<file path="src/rtl/pwm_pkg.sv">
// Shared types, defaults and helpers for the multi-channel PWM generator.
package pwm_pkg;

  localparam int unsigned CBITS_DEF = 19;

  typedef logic [CBITS_DEF-1:0] cnt_t;

  typedef enum logic {
    DIR_UP   = 1'b0,
    DIR_DOWN = 1'b1
  } dir_e;

  // Number of bits needed to hold the value n itself (never less than 1).
  // The channel index is sized with this, so it can also encode N_CH and
  // out-of-range targets such as wr_chan=5 on a 4-channel build are visible.
  function automatic int unsigned clog2_min1(input int unsigned n);
    int unsigned w;
    w = 1;
    for (int unsigned b = 1; b < 32; b++) begin
      if ((n >> b) != 0) w = b + 1;
    end
    return w;
  endfunction

endpackage

</file>
<file path="src/rtl/pwm_multi_gen_if.sv">
// Duty write port: valid/ready handshake carrying channel index and duty.
interface pwm_multi_gen_if
  import pwm_pkg::*;
#(
  parameter int unsigned CHW   = 3,
  parameter int unsigned CBITS = CBITS_DEF
);
  logic             wr_valid;
  logic             wr_ready;
  logic [CHW-1:0]   wr_chan;
  logic [CBITS-1:0] wr_duty;

  modport master (output wr_valid, output wr_chan, output wr_duty, input wr_ready);
  modport slave  (input wr_valid, input wr_chan, input wr_duty, output wr_ready);
endinterface

</file>
<file path="src/rtl/pwm_chan.sv">
// One PWM channel: shadow duty, active duty reloaded at period boundaries
// (with same-cycle write forwarding), and a registered compare output.
module pwm_chan
  import pwm_pkg::*;
#(
  parameter int unsigned CBITS = CBITS_DEF
) (
  input  logic             clk,
  input  logic             rst,
  input  logic             en_i,
  input  logic             load_i,
  input  logic             wr_hit_i,
  input  logic [CBITS-1:0] wr_duty_i,
  input  logic [CBITS-1:0] cnt_i,
  output logic             pwm_o
);

  logic [CBITS-1:0] shadow_q;
  logic [CBITS-1:0] active_q;
  logic             pwm_q;

  // Shadow capture, active reload at wrap/idle, and output compare.
  always_ff @(posedge clk) begin
    if (rst) begin
      shadow_q <= '0;
      active_q <= '0;
      pwm_q    <= 1'b0;
    end else begin
      if (wr_hit_i) shadow_q <= wr_duty_i;
      // A write landing on the load cycle goes straight into active.
      if (load_i) active_q <= wr_hit_i ? wr_duty_i : shadow_q;
      pwm_q <= en_i && (cnt_i < active_q);
    end
  end

  assign pwm_o = pwm_q;

endmodule

</file>
<file path="src/rtl/pwm_multi_gen.sv">
// N-channel PWM generator: shared period counter, double-buffered duty
// registers per channel, valid/ready duty write port with sticky range error.
// Build option: define PWM_CENTER_ALIGNED_EN for an up/down (centre-aligned)
// counter; otherwise the counter is edge-aligned.
module pwm_multi_gen
  import pwm_pkg::*;
#(
  parameter int unsigned N_CH  = 4,
  parameter int unsigned CBITS = CBITS_DEF
) (
  input  logic             clk,
  input  logic             rst,
  input  logic             en,
  input  logic [CBITS-1:0] period,
  pwm_multi_gen_if.slave   wr,
  output logic [N_CH-1:0]  pwm_out,
  output logic             wrap,
  output logic             wr_err
);

  localparam int unsigned CHW = clog2_min1(N_CH);

  logic [CBITS-1:0] cnt_q, cnt_d;
  logic [CBITS-1:0] period_q, period_d;
  logic             wrap_q, wrap_d;
  logic             wr_ready_q;
  logic             wr_err_q;
  logic             load;
  logic             wr_fire;
  logic             wr_oob;
  logic [N_CH-1:0]  wr_hit;
  logic [N_CH-1:0]  pwm_bits;

`ifdef PWM_CENTER_ALIGNED_EN
  dir_e dir_q, dir_d;
`endif

  assign wr_fire = wr.wr_valid && wr_ready_q;
  assign wr_oob  = (wr.wr_chan >= CHW'(N_CH));

  // Counter next state: period boundary detection, reload strobe, wrap pulse.
  always_comb begin
    cnt_d    = cnt_q;
    period_d = period_q;
    wrap_d   = 1'b0;
    load     = 1'b0;
`ifdef PWM_CENTER_ALIGNED_EN
    dir_d    = dir_q;
`endif
    if (!en) begin
      cnt_d    = '0;
      period_d = period;
      load     = 1'b1;
`ifdef PWM_CENTER_ALIGNED_EN
      dir_d    = DIR_UP;
`endif
    end else begin
`ifdef PWM_CENTER_ALIGNED_EN
      if (period_q == '0) begin
        cnt_d    = '0;
        wrap_d   = 1'b1;
        period_d = period;
        load     = 1'b1;
        dir_d    = DIR_UP;
      end else begin
        unique case (dir_q)
          DIR_UP: begin
            if (cnt_q == period_q) begin
              dir_d = DIR_DOWN;
              cnt_d = cnt_q - CBITS'(1);
            end else begin
              cnt_d = cnt_q + CBITS'(1);
            end
          end
          DIR_DOWN: begin
            // Turn at zero is the period boundary; zero is visited once.
            if (cnt_q == '0) begin
              dir_d    = DIR_UP;
              cnt_d    = CBITS'(1);
              wrap_d   = 1'b1;
              period_d = period;
              load     = 1'b1;
            end else begin
              cnt_d = cnt_q - CBITS'(1);
            end
          end
          default: dir_d = DIR_UP;
        endcase
      end
`else
      if (cnt_q == period_q) begin
        cnt_d    = '0;
        wrap_d   = 1'b1;
        period_d = period;
        load     = 1'b1;
      end else begin
        cnt_d = cnt_q + CBITS'(1);
      end
`endif
    end
  end

  // Counter, period, direction, handshake ready and sticky error registers.
  always_ff @(posedge clk) begin
    if (rst) begin
      cnt_q      <= '0;
      period_q   <= '0;
      wrap_q     <= 1'b0;
      wr_ready_q <= 1'b0;
      wr_err_q   <= 1'b0;
`ifdef PWM_CENTER_ALIGNED_EN
      dir_q      <= DIR_UP;
`endif
    end else begin
      cnt_q      <= cnt_d;
      period_q   <= period_d;
      wrap_q     <= wrap_d;
      wr_ready_q <= 1'b1;
      if (wr_fire && wr_oob) wr_err_q <= 1'b1;
`ifdef PWM_CENTER_ALIGNED_EN
      dir_q      <= dir_d;
`endif
    end
  end

  for (genvar i = 0; i < N_CH; i++) begin : g_ch
    assign wr_hit[i] = wr_fire && (wr.wr_chan == CHW'(i));

    pwm_chan #(
      .CBITS (CBITS)
    ) u_chan (
      .clk       (clk),
      .rst       (rst),
      .en_i      (en),
      .load_i    (load),
      .wr_hit_i  (wr_hit[i]),
      .wr_duty_i (wr.wr_duty),
      .cnt_i     (cnt_q),
      .pwm_o     (pwm_bits[i])
    );
  end

  assign wr.wr_ready = wr_ready_q;
  assign pwm_out     = pwm_bits;
  assign wrap        = wrap_q;
  assign wr_err      = wr_err_q;

endmodule
</file>
<file path="src/flat_wrapper.sv">
// flat-port wrapper written by rule: the top's interface ports become plain ports
module pwm_multi_gen_flat import pwm_pkg::*;
#(
  parameter int unsigned N_CH  = 4,
  parameter int unsigned CBITS = CBITS_DEF
)
  (clk, rst, en, period, pwm_out, wrap, wr_err, wr_wr_valid, wr_wr_chan, wr_wr_duty, wr_wr_ready);
  pwm_multi_gen_if #(.CBITS(CBITS)) wr_i ();
  input  logic clk;
  input  logic rst;
  input  logic en;
  input  logic [CBITS-1:0] period;
  output logic [N_CH-1:0] pwm_out;
  output logic wrap;
  output logic wr_err;
  input wire logic [$bits(wr_i.wr_valid)-1:0] wr_wr_valid;
  input wire logic [$bits(wr_i.wr_chan)-1:0] wr_wr_chan;
  input wire logic [$bits(wr_i.wr_duty)-1:0] wr_wr_duty;
  output wire logic [$bits(wr_i.wr_ready)-1:0] wr_wr_ready;
  assign wr_i.wr_valid = wr_wr_valid;
  assign wr_i.wr_chan = wr_wr_chan;
  assign wr_i.wr_duty = wr_wr_duty;
  assign wr_wr_ready = wr_i.wr_ready;
  pwm_multi_gen #(.N_CH(N_CH), .CBITS(CBITS)) u_core (.clk(clk), .rst(rst), .en(en), .period(period), .wr(wr_i), .pwm_out(pwm_out), .wrap(wrap), .wr_err(wr_err));
endmodule
</file>
<file path="config.mk">
export PLATFORM = sky130hd
export DESIGN_NAME = pwm_multi_gen_flat
export DESIGN_NICKNAME = d
export VERILOG_FILES = /design/src/rtl/pwm_pkg.sv /design/src/rtl/pwm_multi_gen_if.sv /design/src/rtl/pwm_chan.sv /design/src/rtl/pwm_multi_gen.sv /design/src/flat_wrapper.sv
export SDC_FILE = /design/constraint.sdc
export NUM_CORES = 1
export LEC_CHECK = 0
export CORE_AREA = 2 2 192 194
export CTS_BUF_LIST = sky130_fd_sc_hd__clkbuf_4 sky130_fd_sc_hd__clkbuf_8 sky130_fd_sc_hd__clkbuf_16
export CTS_CLUSTER_SIZE = 28
export DETAILED_ROUTE_END_ITERATION = 12
export DIE_AREA = 0 0 194 196
export GPL_TIMING_DRIVEN = 0
export HOLD_SLACK_MARGIN = 0.06
export PLACE_DENSITY_LB_ADDON = 0.12
export REMOVE_ABC_BUFFERS = 1
export SLEW_MARGIN = 10
export SYNTH_ARGS = -nofsm -noshare
export SYNTH_HDL_FRONTEND = slang
export SYNTH_SLANG_ARGS = --single-unit
</file>
<file path="constraint.sdc">
create_clock -name clk -period 3.6 [get_ports clk]
set_input_delay 0.36 -clock clk [delete_from_list [all_inputs] [get_ports clk]]
set_output_delay 0.36 -clock clk [all_outputs]
set_load 0.02 [all_outputs]
</file>
==> impl_metrics.toml, run 1 <==
[sta]
rsz0062_at_grt = "no"
fmax_mhz = 325
post-route-period-util = 0.855
hold_viol_final = 0
worst_pin_slew_ns = 0.987
min_period_ns = 3.08
setup_viol = 0
timing.slew.headroom = 0.340
clock_skew_ns = 0.0194
maxSlewViolCount = 0

[placed_design]
place_inst = 1678
portBuffers = 51
gp_congestion = 0.728
dpl.hpwl_um = 19300

[die]
die_h_um = 196
start_util = 0.295
num_rows = 70
die_w_um = 194
io_pins = 52
die_area_sq_mm = 0.0380
core-area_sq_mm = 0.0361

[global_routing]
grt_max_degree = 137
globalRouteOverflowTotal = 0
grt_pass1_wl_um = 48200
antenna_found_initial = 0
grt_pass1_vias = 8385
gr-usage-all-layers = 0.159

[final_layout]
antennaDiodeCount = 0
nFillCells = 3758
seq_area_sq_mm = 0.00394
drive_gt1_frac = 0.0451
syn2layout_area_growth_pct = 13.5
multiInputGateArea_sq_mm = 0.00591
nNetsFinal = 1348
layout.cells.non_filler = 1711

[detailed_routing]
vias = 8700
drc = 0
routed_wl_um = 30200
wl_per_cell_um = 17.6
drtIter0Drc = 367
ant_nets = 0
via_per_inst = 5.08
dr.pass1.iters = 4

[logic_synthesis]
synthTopCellsByArea = "dfxtp_1 37%, nand3_1 8.8%, ha_1 8.6%"
ys_seq_area_frac = 0.371
synth_common_cells = "197 x dfxtp_1, 186 x nand3_1, 129 x nand2_1"
async_reset_ff_frac = 0
synthDistinctLibCells = 38
ys_warn_count = 0
syn_area_sq_mm = 0.0106
yosys.area.top_type = "dfxtp_1"
syn_avg_cell_area_sq_um = 8.50
yosys_register_bits = 197
syn-instance-count = 1251
synth.top_cell.area_share = 0.371
synth-edff-count = 0
yosysMostFrequentCell = "dfxtp_1"
synthFlopType = "dfxtp_1"

[run]
maxCapViolations = 0

[worst_setup_path]
path_cells = "xor2_1 > nor4_1 > and3_4 > buf_12 > buf_12 > a21o_2 > nor2_1"
crit_fanout = 54
cp.required_ns = 3.93
path_class = "flop to flop"
cp-end-kind = "flop"
crit_top_cell = "buf_12"
cp.arrival_ns = 3.40
cp_slowest_cell = "and3_4"
crit_family = "simple AND/OR/NAND/NOR gates"
max_stage_delay_ns = 0.62
start_kind = "flop"
crit_buf_inv = 2

[clocking]
cts_sinks = 197
cts_hold_buffers = 0
tritoncts.num_buffers = 17
postCtsSetupBuffers = 0
cts_tree = "yes"
clock_path_buffers = 2
clk_pin_slew_ns = 0.09
clock_latency_ns = 0.46
cts_root_buf = "clkbuf_16"
cts_max_level = 4

[power_and_ir_drop]
power_frac_clock = 0.397
swShare = 0.297
p_seq_frac = 0.468
power.leakage_nw = 4.85
p_sw_w = 0.00143
p_total_w = 0.00482
pwr-share-comb = 0.135
peakVddDrop_v = 0.000344
intPower_w = 0.00339
power-per-cell-area_mw_per_mm2 = 400

[worst_hold_path]
min_path_type = "primary input to flop"

[outcome]
outcome = "complete, no violations"
==> sequential cells by signal, indices dropped and copies added (netlist names) <==
| signal | cells |
|---|---|
| u_core.cnt_q | 19 |
| u_core.g_ch.u_chan.active_q | 76 |
| u_core.g_ch.u_chan.pwm_o | 4 |
| u_core.g_ch.u_chan.shadow_q | 76 |
| u_core.period_q | 19 |
| u_core.wr.wr_ready | 1 |
| u_core.wr_err | 1 |
| u_core.wrap | 1 |
==> path summary, 6_finish.rpt <==
| path | slack, ns | from | endpoint | depth (start not counted) |
|---|---|---|---|---|
| worst max-delay path | 0.52 | u_core.cnt_q[17]$_SDFF_PP0_ | u_core.cnt_q[4]$_SDFF_PP0_ | 7 |
| worst min register to register | 0.47 | u_core.wr_err$_SDFFE_PP0P_ | u_core.wr_err$_SDFFE_PP0P_ | 2 |
| worst min-delay path | 0.41 | en | u_core.period_q[18]$_SDFFE_PP0P_ | 3 |
| worst max register to register | 0.52 | u_core.cnt_q[17]$_SDFF_PP0_ | u_core.cnt_q[4]$_SDFF_PP0_ | 7 |
==> layout make-up <==
| cell class | count | area share |
|---|---|---|
| clock inverters | 15 | 0.0115 |
| flip-flops and latches | 197 | 0.327 |
| repair buffers | 62 | 0.0638 |
| well taps | 468 | 0.0485 |
| inverters | 77 | 0.0246 |
| clock buffers | 17 | 0.0352 |
| multi-input cells | 875 | 0.490 |
==> worst min-delay path, cell delays in order <==
cell and delay [ns]:
buf_6 0.20, o22ai_1 0.14, or3_1 0.11
==> per-layer routing <==
layer,share of wire,GRT usage,up-vias
met5,0,0,-
li1,-,-,4453
met2,0.47,0.257,84
met4,0.010,0.0362,0
met1,0.51,0.223,4143
met3,0.017,0.0217,20
==> logic make-up after synthesis <==
logic type / synth area share
mux: 0.0715
buf+inv: 0.0764
fa+ha+maj: 0.0859
flops: 0.371
compound gates: 0.163
xor+xnor: 0.0296
simple gates: 0.203
==> per-stage QoR <==
step | utilization | setup WS, ns | TNS, ns | area (sq um) | hold WS [ns]
floorplan | - | -1.09 | -150.68 | 10100 | 0.432
global placement | 0.311 | -8.46 | -1134.47 | 11200 | 0.464
detailed placement | 0.319 | 0.0926 | 0 | 11500 | 0.457
CTS | 0.334 | 0.0709 | 0 | 12100 | 0.392
global route | 0.334 | 0.186 | 0 | 12100 | 0.410
finish | 0.334 | 0.522 | 0 | 12100 | 0.406
==> repair_timing <==
item,in CTS,in global routing
endpoints found under the hold margin,0,0
endpoints found under the setup margin,0,19
gates resized for setup,0,1
==> placed cells by master (no fill, tap or decap), types with 8 or more instances in the layout <==
| master | count |
|---|---|
| ha_1 | 73 |
| o22ai_1 | 19 |
| nor3_1 | 24 |
| nand2_1 | 129 |
| mux2i_1 | 76 |
| a2bb2oi_1 | 76 |
| o211ai_1 | 76 |
| nand4_1 | 17 |
| clkbuf_16 | 17 |
| inv_1 | 76 |
| a21o_1 | 13 |
| nor2_1 | 52 |
| o21ai_0 | 8 |
| or3_1 | 20 |
| nand3_1 | 186 |
| clkdlybuf4s50_1 | 50 |
| xnor2_1 | 11 |
| dfxtp_1 | 197 |
| a21oi_1 | 27 |
| xor2_1 | 25 |
==> power groups by stage <==
stage | combinational (W) | clock [W] | sequential (W)
floorplan | 0.000387 | 0 | 0.00230
global placement | 0.000645 | 0 | 0.00231
detailed placement | 0.000653 | 0 | 0.00231
CTS | 0.000654 | 0.00197 | 0.00226
global route | 0.000714 | 0.00205 | 0.00226
finish | 0.000653 | 0.00191 | 0.00226
Power figures use the tool's default switching activity.
==> run 2, diff against run 1 <==
clock period = 2.84 ns   (was 3.6 ns; I/O delays follow)
==> impl_metrics.toml, run 2 (synthesis gave the netlist of run 1 again) <==
[run]
maxCapViolations = 0

[clocking]
cts_tree = "yes"
cts_max_level = 4
clk_pin_slew_ns = 0.08
clock_latency_ns = 0.45
tritoncts.num_buffers = 17
clock_path_buffers = 2
cts_sinks = 197
cts_root_buf = "clkbuf_16"

[placed_design]
place_inst = 1678
gp_congestion = 0.728
portBuffers = 51
dpl.hpwl_um = 19300
placed_area_sq_mm = 0.0115

[sta]
fmax_mhz = 380
min_period_ns = 2.63
worst_pin_slew_ns = 0.950
rsz0062_at_grt = "no"
finalSetupTns_ns = 0
setup_viol = 0
post-route-period-util = 0.927
timing.slew.headroom = 0.364
clock_skew_ns = 0.0205
maxSlewViolCount = 0
hold_viol_final = 0

[worst_setup_path]
cp-end-kind = "flop"
path_class = "flop to flop"
crit_fanout = 54
start_kind = "flop"
cp.arrival_ns = 2.95
cp.required_ns = 3.16

[final_layout]
nNetsFinal = 1352
final_common_cell = "dfxtp_1"
syn2layout_area_growth_pct = 14.2
antennaDiodeCount = 0
final_cell_mix = "193 x dfxtp_1, 185 x nand3_1, 129 x nand2_1"
reg.largest.list = "u_core.g_ch.u_chan.active_q (76), u_core.g_ch.u_chan.shadow_q (76)"
final_area_sq_mm = 0.0122
layout.cells.non_filler = 1715
drive_gt1_frac = 0.0553

[detailed_routing]
wl_per_cell_um = 18.0
via_per_inst = 5.11
dr.pass1.iters = 7
routed_wl_um = 30900
drc = 0
vias = 8763
drtIter0Drc = 398
ant_nets = 0

[die]
io_pins = 52
die_h_um = 196
start_util = 0.295
die_w_um = 194
num_rows = 70
die_area_sq_mm = 0.0380
core-area_sq_mm = 0.0361

[power_and_ir_drop]
power-per-cell-area_mw_per_mm2 = 507
power.leakage_nw = 4.88
pwr-share-comb = 0.143
intPower_w = 0.00432
peakVddDrop_v = 0.000429
power_frac_clock = 0.393
p_sw_w = 0.00184
p_seq_frac = 0.464
swShare = 0.299

[outcome]
outcome = "complete, no violations"

[global_routing]
antenna_found_initial = 0
grt_pass1_vias = 8472
grt_max_degree = 137
gr-usage-all-layers = 0.162
grt_pass1_wl_um = 49000
globalRouteOverflowTotal = 0

[worst_hold_path]
min_path_type = "primary input to flop"
run 2: layout make-up:
| type | count | area [sq um] |
|---|---|---|
| timing repair buffer | 63 | 777 |
| inverter | 77 | 297 |
| sequential | 197 | 3950 |
| multi-input combinational | 878 | 5980 |
| tap | 468 | 586 |
| clock buffer | 17 | 425 |
| clock inverter | 15 | 139 |
| fill | 3753 | 23900 |
run 2: per-stage QoR:
| step | hold WS (ns) | util | power [W] | setup WS [ns] |
|---|---|---|---|---|
| 2_1_floorplan | 0.356 | - | 0.00341 | -1.85 |
| 3_3_place_gp | 0.464 | 0.311 | 0.00374 | -9.15 |
| 3_5_place_dp | 0.457 | 0.319 | 0.00375 | -0.667 |
| 4_1_cts | 0.316 | 0.335 | 0.00622 | -0.00819 |
| 5_1_grt | 0.332 | 0.337 | 0.00642 | 0.0464 |
| 6_report | 0.339 | 0.337 | 0.00616 | 0.208 |
run 2: repair_timing:
action | CTS | global route
cloned | 2 | 2
pin swaps | 1 | 1
hold buffers | 0 | 0
gates resized for setup | 4 | 8
buffers inserted | 1 | 0
setup endpoints to repair | 50 | 26
run 2: power by group through the flow:
stage	Combinational [W]	Sequential, W	Clock (W)
after CTS	0.000862	0.00286	0.00250
after global routing	0.000954	0.00287	0.00260
after global placement	0.000818	0.00292	0
after detailed placement	0.000827	0.00292	0
final	0.000879	0.00286	0.00242
after floorplan	0.000491	0.00292	0
run 2: routing by layer:
metal  up-vias  track usage  part of all wire  wire, um
met5         -            0                 0         0
met4         0       0.0393            0.0065       200
met3        12       0.0230             0.021       638
met2        84        0.262              0.47     14400
met1      4204        0.227              0.51     15700
li1       4463            -                 -         -
run 2: worst max-delay path, cell delays in order, from the launching register on:
cell     delay, ns
dfxtp_1       0.54
xor2_1        0.17
nor4_4        0.45
and3_4        0.29
buf_12        0.23
buf_12        0.28
a21o_2        0.41
nor2_1        0.10
run 2: worst paths after layout:
check	startpoint	endpoint	slack (ns)	depth (start not counted)
hold / removal	en	u_core.g_ch[1].u_chan.active_q[0]$_SDFFE_PP0P_	0.34	3
setup / recovery	u_core.cnt_q[0]$_SDFF_PP0_	u_core.cnt_q[4]$_SDFF_PP0_	0.21	7
hold reg to reg	u_core.wr_err$_SDFFE_PP0P_	u_core.wr_err$_SDFFE_PP0P_	0.47	2
setup reg to reg	u_core.cnt_q[0]$_SDFF_PP0_	u_core.cnt_q[4]$_SDFF_PP0_	0.21	7
==> run 3, diff against run 2 <==
--- a/config.mk
+++ b/config.mk
@@ -8,4 +8,5 @@
 export CORE_AREA = 2 2 192 194
 export CTS_BUF_LIST = sky130_fd_sc_hd__clkbuf_4 sky130_fd_sc_hd__clkbuf_8 sky130_fd_sc_hd__clkbuf_16
+export CTS_CLUSTER_DIAMETER = 40
 export CTS_CLUSTER_SIZE = 28
 export DETAILED_ROUTE_END_ITERATION = 12
==> constraint.sdc (replaced) <==
create_clock -name clk -period 2.84 [get_ports clk]
set_input_delay 0.284 -clock clk [delete_from_list [all_inputs] [get_ports clk]]
set_output_delay 0.284 -clock clk [all_outputs]
set_load 0.01 [all_outputs]
==> results of run 3 <==
The final DEF is identical to that of run 2. Status: complete, no violations.
Main changes from that run: total power 0.00616 W -> 0.00615 W
